--- config.mk ---
export PLATFORM = sky130hd
export DESIGN_NAME = cpu_clk_sched
export DESIGN_NICKNAME = d
export VERILOG_FILES = /design/src/rtl/cpu_clk_sched.sv
export SDC_FILE = /design/constraint.sdc
export NUM_CORES = 1
export LEC_CHECK = 0
export ABC_CLOCK_PERIOD_IN_PS = 4450
export BUFFER_PORTS_ARGS = -buffer_cell sky130_fd_sc_hd__buf_2
export CORE_MARGIN = 4
export CORE_UTILIZATION = 40
export CTS_CLUSTER_SIZE = 20
export DETAILED_ROUTE_END_ITERATION = 7
export GPL_ROUTABILITY_DRIVEN = 0
export GPL_TIMING_DRIVEN = 1
export SLEW_MARGIN = 30
export SYNTH_ARGS = -nofsm -noshare
export SYNTH_HDL_FRONTEND = slang
export SYNTH_SLANG_ARGS = --single-unit
--- constraint.sdc ---
create_clock -name I_CLK -period 4.45 [get_ports I_CLK]
set_input_delay 0.2225 -clock I_CLK [delete_from_list [all_inputs] [get_ports I_CLK]]
set_output_delay 0.2225 -clock I_CLK [all_outputs]
set_load 0.02 [all_outputs]
--- src/rtl/cpu_clk_sched.sv ---
// Run/step/halt scheduler: divides I_CLK into the CPU clock O_CLK, gated by a mode FSM.
// Optional macro STEP_DEBOUNCE_EN adds a STEP_DEB-cycle debounce on the step button.
//
// state | meaning
// IDLE  | no CPU clock, waiting for run request or step edge
// RUN   | free-running divided clock
// STEP  | exactly one full O_CLK period, then back to IDLE
// HALT  | CPU halted, clock parked low until reset
module cpu_clk_sched #(
    parameter int DIV_W    = 32,
    parameter int DEF_HALF = 1000,
    parameter int STEP_DEB = 20000,
    parameter int CNT_W    = 32
) (
    input  logic             I_CLK,
    input  logic             rst,
    input  logic             run_i,
    input  logic             step_i,
    input  logic             halt_i,
    input  logic             div_we,
    input  logic [DIV_W-1:0] div_val,
    output logic             O_CLK,
    output logic             O_CE,
    output logic [1:0]       state_o,
    output logic [CNT_W-1:0] cyc_cnt
);

    typedef enum logic [1:0] {
        S_IDLE = 2'b00,
        S_RUN  = 2'b01,
        S_STEP = 2'b10,
        S_HALT = 2'b11
    } state_t;

    localparam logic [DIV_W-1:0] DEF_HALF_V = DIV_W'(DEF_HALF);

    state_t           state;
    state_t           state_nxt;
    logic             run_meta;
    logic             run_sync;
    logic             step_meta;
    logic             step_sync;
    logic             step_edge;
    logic [DIV_W-1:0] div_cnt;
    logic [DIV_W-1:0] half_act;
    logic [DIV_W-1:0] half_pend;
    logic [DIV_W-1:0] div_clean;
    logic [DIV_W-1:0] pend_nxt;
    logic             running;
    logic             toggle;
    logic             rise;
    logic             fall;
    logic             halt_pend;
    logic             halt_now;

    always_ff @(posedge I_CLK or posedge rst) begin
        if (rst) begin
            run_meta  <= 1'b0;
            run_sync  <= 1'b0;
            step_meta <= 1'b0;
            step_sync <= 1'b0;
        end else begin
            run_meta  <= run_i;
            run_sync  <= run_meta;
            step_meta <= step_i;
            step_sync <= step_meta;
        end
    end

`ifdef STEP_DEBOUNCE_EN
    localparam int DEB_W = (STEP_DEB > 1) ? $clog2(STEP_DEB) : 1;
    localparam logic [DEB_W-1:0] DEB_LOAD = DEB_W'(STEP_DEB - 1);

    logic [DEB_W-1:0] deb_cnt;
    logic             step_db;

    // Debounced level flips only after STEP_DEB consecutive cycles disagreeing with it.
    always_ff @(posedge I_CLK or posedge rst) begin
        if (rst) begin
            deb_cnt <= DEB_LOAD;
            step_db <= 1'b0;
        end else if (step_sync == step_db) begin
            deb_cnt <= DEB_LOAD;
        end else if (deb_cnt == '0) begin
            step_db <= step_sync;
            deb_cnt <= DEB_LOAD;
        end else begin
            deb_cnt <= deb_cnt - DEB_W'(1);
        end
    end

    assign step_edge = step_sync & ~step_db & (deb_cnt == '0);
`else
    logic step_prev;

    always_ff @(posedge I_CLK or posedge rst) begin
        if (rst) begin
            step_prev <= 1'b0;
        end else begin
            step_prev <= step_sync;
        end
    end

    assign step_edge = step_sync & ~step_prev;
`endif

    assign running   = (state == S_RUN) || (state == S_STEP);
    assign toggle    = running && (div_cnt == (half_act - DIV_W'(1)));
    assign rise      = toggle & ~O_CLK;
    assign fall      = toggle & O_CLK;
    assign halt_now  = halt_i & O_CE;
    assign div_clean = (div_val == '0) ? DIV_W'(1) : div_val;
    // A write landing on a toggle is forwarded so it governs the half-period that starts there.
    assign pend_nxt  = div_we ? div_clean : half_pend;

    always_ff @(posedge I_CLK or posedge rst) begin
        if (rst) begin
            div_cnt   <= '0;
            half_act  <= DEF_HALF_V;
            half_pend <= DEF_HALF_V;
            O_CLK     <= 1'b0;
            O_CE      <= 1'b0;
            cyc_cnt   <= '0;
            halt_pend <= 1'b0;
        end else begin
            half_pend <= pend_nxt;
            if (!running || toggle) begin
                half_act <= pend_nxt;
                div_cnt  <= '0;
            end else begin
                div_cnt  <= div_cnt + DIV_W'(1);
            end
            if (toggle) begin
                O_CLK <= ~O_CLK;
            end
            O_CE <= rise;
            if (O_CE) begin
                cyc_cnt <= cyc_cnt + CNT_W'(1);
            end
            if (!running) begin
                halt_pend <= 1'b0;
            end else if (halt_now) begin
                halt_pend <= 1'b1;
            end
        end
    end

    always_ff @(posedge I_CLK or posedge rst) begin
        if (rst) begin
            state <= S_IDLE;
        end else begin
            state <= state_nxt;
        end
    end

    // Leaving RUN/STEP only on a falling toggle guarantees no runt O_CLK pulse.
    always_comb begin
        state_nxt = state;
        case (state)
            S_IDLE: begin
                if (run_sync) begin
                    state_nxt = S_RUN;
                end else if (step_edge) begin
                    state_nxt = S_STEP;
                end
            end
            S_RUN: begin
                if (fall && (halt_pend || halt_now)) begin
                    state_nxt = S_HALT;
                end else if (fall && !run_sync) begin
                    state_nxt = S_IDLE;
                end
            end
            S_STEP: begin
                if (fall) begin
                    state_nxt = (halt_pend || halt_now) ? S_HALT : S_IDLE;
                end
            end
            default: state_nxt = S_HALT;
        endcase
    end

    always_comb begin
        state_o = state;
    end

endmodule

==> run summary <==
Skew-Pair Late Insertion Delay: 0.42 ns
Final worst path period need: 3.63 ns
Outcome: complete, but fails checks
DRC violation total after the first TritonRoute iteration: 315
Standby leakage power: 3.51 nW
Post-Syn Area per Cell: 11.0 sq um
Post-layout util: 48.4%
Number of top-level design ports: 74
Worst-case reg-to-reg path depth: 11
Number of enable-type register cells in the synthesized netlist: 0
Tightest Hold Check Type: input port to async pin
Register-to-register setup slack: 0.82 ns
Sum of routed wire length over all layers: 14.6 mm
Clock tree sinks: 138
Leading cell types in the layout, fill and taps excluded: sky130_fd_sc_hd__dfrtp_1 (126), sky130_fd_sc_hd__buf_2 (73), sky130_fd_sc_hd__nor2_1 (63), sky130_fd_sc_hd__xnor2_1 (62), sky130_fd_sc_hd__xor2_1 (40)
Endpoint of the lowest-slack register-to-register path: half_act[1]
Cells after synthesis: 626
Setup-violating endpoint count in the final report: 0
Global-route wire length before repair: 25.5 mm
Count of standard-cell rows: 47
Post-layout net count: 749
Final period util: 81.5%
Cell at the root of the clock tree: sky130_fd_sc_hd__clkbuf_16
Maximum cell stage delay along the critical path: 0.44 ns
Required @ worst endpoint: 4.74 ns
Number of iterations in the first detailed-routing pass: 4
Die Span Y: 139 um
Yosys synthesis warning count: 0
Count of buffers added by post-CTS timing repair for setup: 0
Worst-Margin Slew: 0.730 ns
Number of hold-slack violations in the final timing report: 66
Area of all placed cells without fillers: 8120 sq um
Core Region: 16,800 sq um
Clock transition at the registers of the reported paths: 0.06 ns
Starting utilization of the core area: 41.2%
Cell area power density: 556 nW/um^2
# H-tree levels: 4
Post-detailed-placement half-perimeter wirelength: 10.7 mm
Area growth from synthesis to layout: 17.5%
Worst endpoint data arrival time: 3.92 ns
Fmax: 276 MHz
Number of library cell types mapped by synthesis: 52
Buffers on Ports: 73
Pin count of the biggest net entering global routing: 104
Setup Total Neg Slack: 0 ns
Vias in the first global route: 5,141
Peak fanout along the critical path: 29
Antenna cell count: 0
Post-route total power: 0.00451 W
Post-synthesis sequential area ratio: 50.2%
Ordered list of cells on the worst path: inv_1, ha_1, nor3b_1, nand4_1, nor3_1, xnor2_1, nand3b_1, a311o_1, o21ai_4, buf_4, mux2_1
TritonCTS Buffers: 17
Summed instance area of the synthesized netlist: 6910 sq um
TritonCTS clock tree: yes
Fraction of final layout cells sized beyond drive strength 1: 22.7%
Flip-flop cell with the highest count after synthesis: sky130_fd_sc_hd__dfrtp_1
Violations in the final reports: hold timing
Post-route clock skew: 0.00715 ns
Total of flip-flops plus latches after synthesis: 138
Reg-to-Reg Start: half_act[0]
Vias: 4,878
Classification of the worst setup path: register to register
Unrepaired setup endpoints after global routing: false
Kind of start point of the critical path: register
Share of async-settable or async-resettable flops after synthesis: 100%
Initial antenna violation count: 0
Capturing element type of the critical path: register
Overall track demand over capacity in global routing: 15.9%
Aggregate global routing overflow: 0
Number of nets with antenna violations after detailed routing: 0
Post-detailed-placement cell area: 7480 sq um
Post-DR wirelength/cell: 15.6 um
DRC violations left: 0
Worst Hold Slack: -0.0826 ns
Number of slew-limit violations in the final report: 0
Die area: 19,400 sq um
Relative slew margins: 51.3%
Nets in the synthesized netlist: 671
Clock tree buffer depth: 2
Number of max-cap violations: 0
Worst voltage drop across the vdd grid: 0.271 mV
Vias per cell: 5.21
Library cell contributing the largest single delay on the critical path: sky130_fd_sc_hd__dfrtp_1
Leading cell type in the layout, fill and taps excluded: sky130_fd_sc_hd__dfrtp_1
Horizontal extent of the die: 139 um
## per-stage QoR
stage          hold WS (ns)  instances  setup slack [ns]
2_1_floorplan         0.254        626             0.551
3_3_place_gp          0.332        903             0.941
3_5_place_dp          0.333        903             0.870
4_1_cts              0.0598        937             0.859
5_1_grt              0.0118        937             0.485
6_report            -0.0826        937             0.823
## where the power goes
| group | total (W) | leakage [nW] | switching (W) | internal [W] |
|---|---|---|---|---|
| combinational | 0.00126 | 1.46 | 0.000696 | 0.000568 |
| clock | 0.00144 | 0.298 | 0.000517 | 0.000920 |
| sequential | 0.00181 | 1.75 | 0.000314 | 0.00150 |
| total | 0.00451 | 3.51 | 0.00153 | 0.00298 |
## per-layer routing
layer  share of wire, %  global-route usage (%)  vias to the layer above
met5                  0                       0                        -
met4                1.6                    5.51                        0
met3                4.0                    3.84                       20
met2                 50                    26.6                       86
met1                 44                    20.4                     2410
li1                   -                       -                     2362
## cell usage after synthesis, types with 5 or more instances
library cell / instances / share of area, %
sky130_fd_sc_hd__a21oi_1: 13 / 0.94
sky130_fd_sc_hd__and3_1: 13 / 1.2
sky130_fd_sc_hd__and4_1: 5 / 0.63
sky130_fd_sc_hd__clkbuf_1: 10 / 0.54
sky130_fd_sc_hd__dfrtp_1: 126 / 46
sky130_fd_sc_hd__dfstp_2: 12 / 4.6
sky130_fd_sc_hd__ha_1: 7 / 1.3
sky130_fd_sc_hd__inv_1: 16 / 0.87
sky130_fd_sc_hd__mux2_1: 32 / 5.2
sky130_fd_sc_hd__mux2_2: 32 / 5.2
sky130_fd_sc_hd__mux2i_1: 5 / 0.72
sky130_fd_sc_hd__nand2_1: 38 / 2.1
sky130_fd_sc_hd__nand3_1: 27 / 2.0
sky130_fd_sc_hd__nand4_1: 16 / 1.4
sky130_fd_sc_hd__nor2_1: 63 / 3.4
sky130_fd_sc_hd__nor3_1: 18 / 1.3
sky130_fd_sc_hd__nor4_1: 19 / 1.7
sky130_fd_sc_hd__o21ai_0: 8 / 0.58
sky130_fd_sc_hd__xnor2_1: 62 / 7.9
sky130_fd_sc_hd__xor2_1: 40 / 5.1
## logic make-up (layout without fill, tap and decap cells)
group / Yosys count / after routing / share of synthesized area (%)
AND/OR/NAND/NOR: 229 / 229 / 17.7
flip-flops: 138 / 138 / 50.2
XOR/XNOR: 102 / 102 / 12.9
multiplexers: 69 / 69 / 11.2
AO/OA/AOI/OAI: 46 / 46 / 4.36
buffers and inverters: 35 / 126 / 2.39
adder cells (fa/ha/maj): 7 / 7 / 1.27
## what timing repair did
| item | in CTS | in global routing |
|---|---|---|
| gates resized for setup | 0 | 0 |
| hold buffers | 2 | 0 |
| hold endpoints to repair | 2 | 0 |
## area by class of cell
class	instances	area, sq um
multi-input combinational	453	3290
tap	220	275
inverter	16	67.6
clock inverter	12	146
timing repair buffer	78	408
clock buffer	20	467
fill	1517	8640
sequential	138	3470
## sequential cells by signal (all words and copies together) (netlist names)
signal and count:
div_cnt 32, step_sync 1, cyc_cnt 32, run_meta 1, step_prev 1, halt_pend 1
O_CLK 1, state_o 2, run_sync 1, step_meta 1, half_pend 32, half_act 32
O_CE 1
## how the worst max path moves through the flow
| stage | from | end | slack [ns] | cells after the start |
|---|---|---|---|---|
| after global placement | half_act[0] | half_act[27] | 0.94 | 11 |
| after global routing | half_act[0] | half_act[26] | 0.48 | 11 |
| after floorplan | rst | O_CE | 0.55 | 1 |
| after detailed placement | half_act[2] | half_act[26] | 0.87 | 9 |
| final | half_act[0] | half_act[1] | 0.82 | 11 |
| after CTS | half_act[0] | half_act[26] | 0.86 | 11 |
## critical path: cells and delay by family (launching register included)
family | cells | cell delay, ns
compound gates | 2 | 0.53
xor+xnor | 1 | 0.17
fa+ha+maj | 1 | 0.22
buf+inv | 2 | 0.46
flops | 1 | 0.44
mux | 1 | 0.37
simple gates | 4 | 1.29
Power figures use the tool's default switching activity.
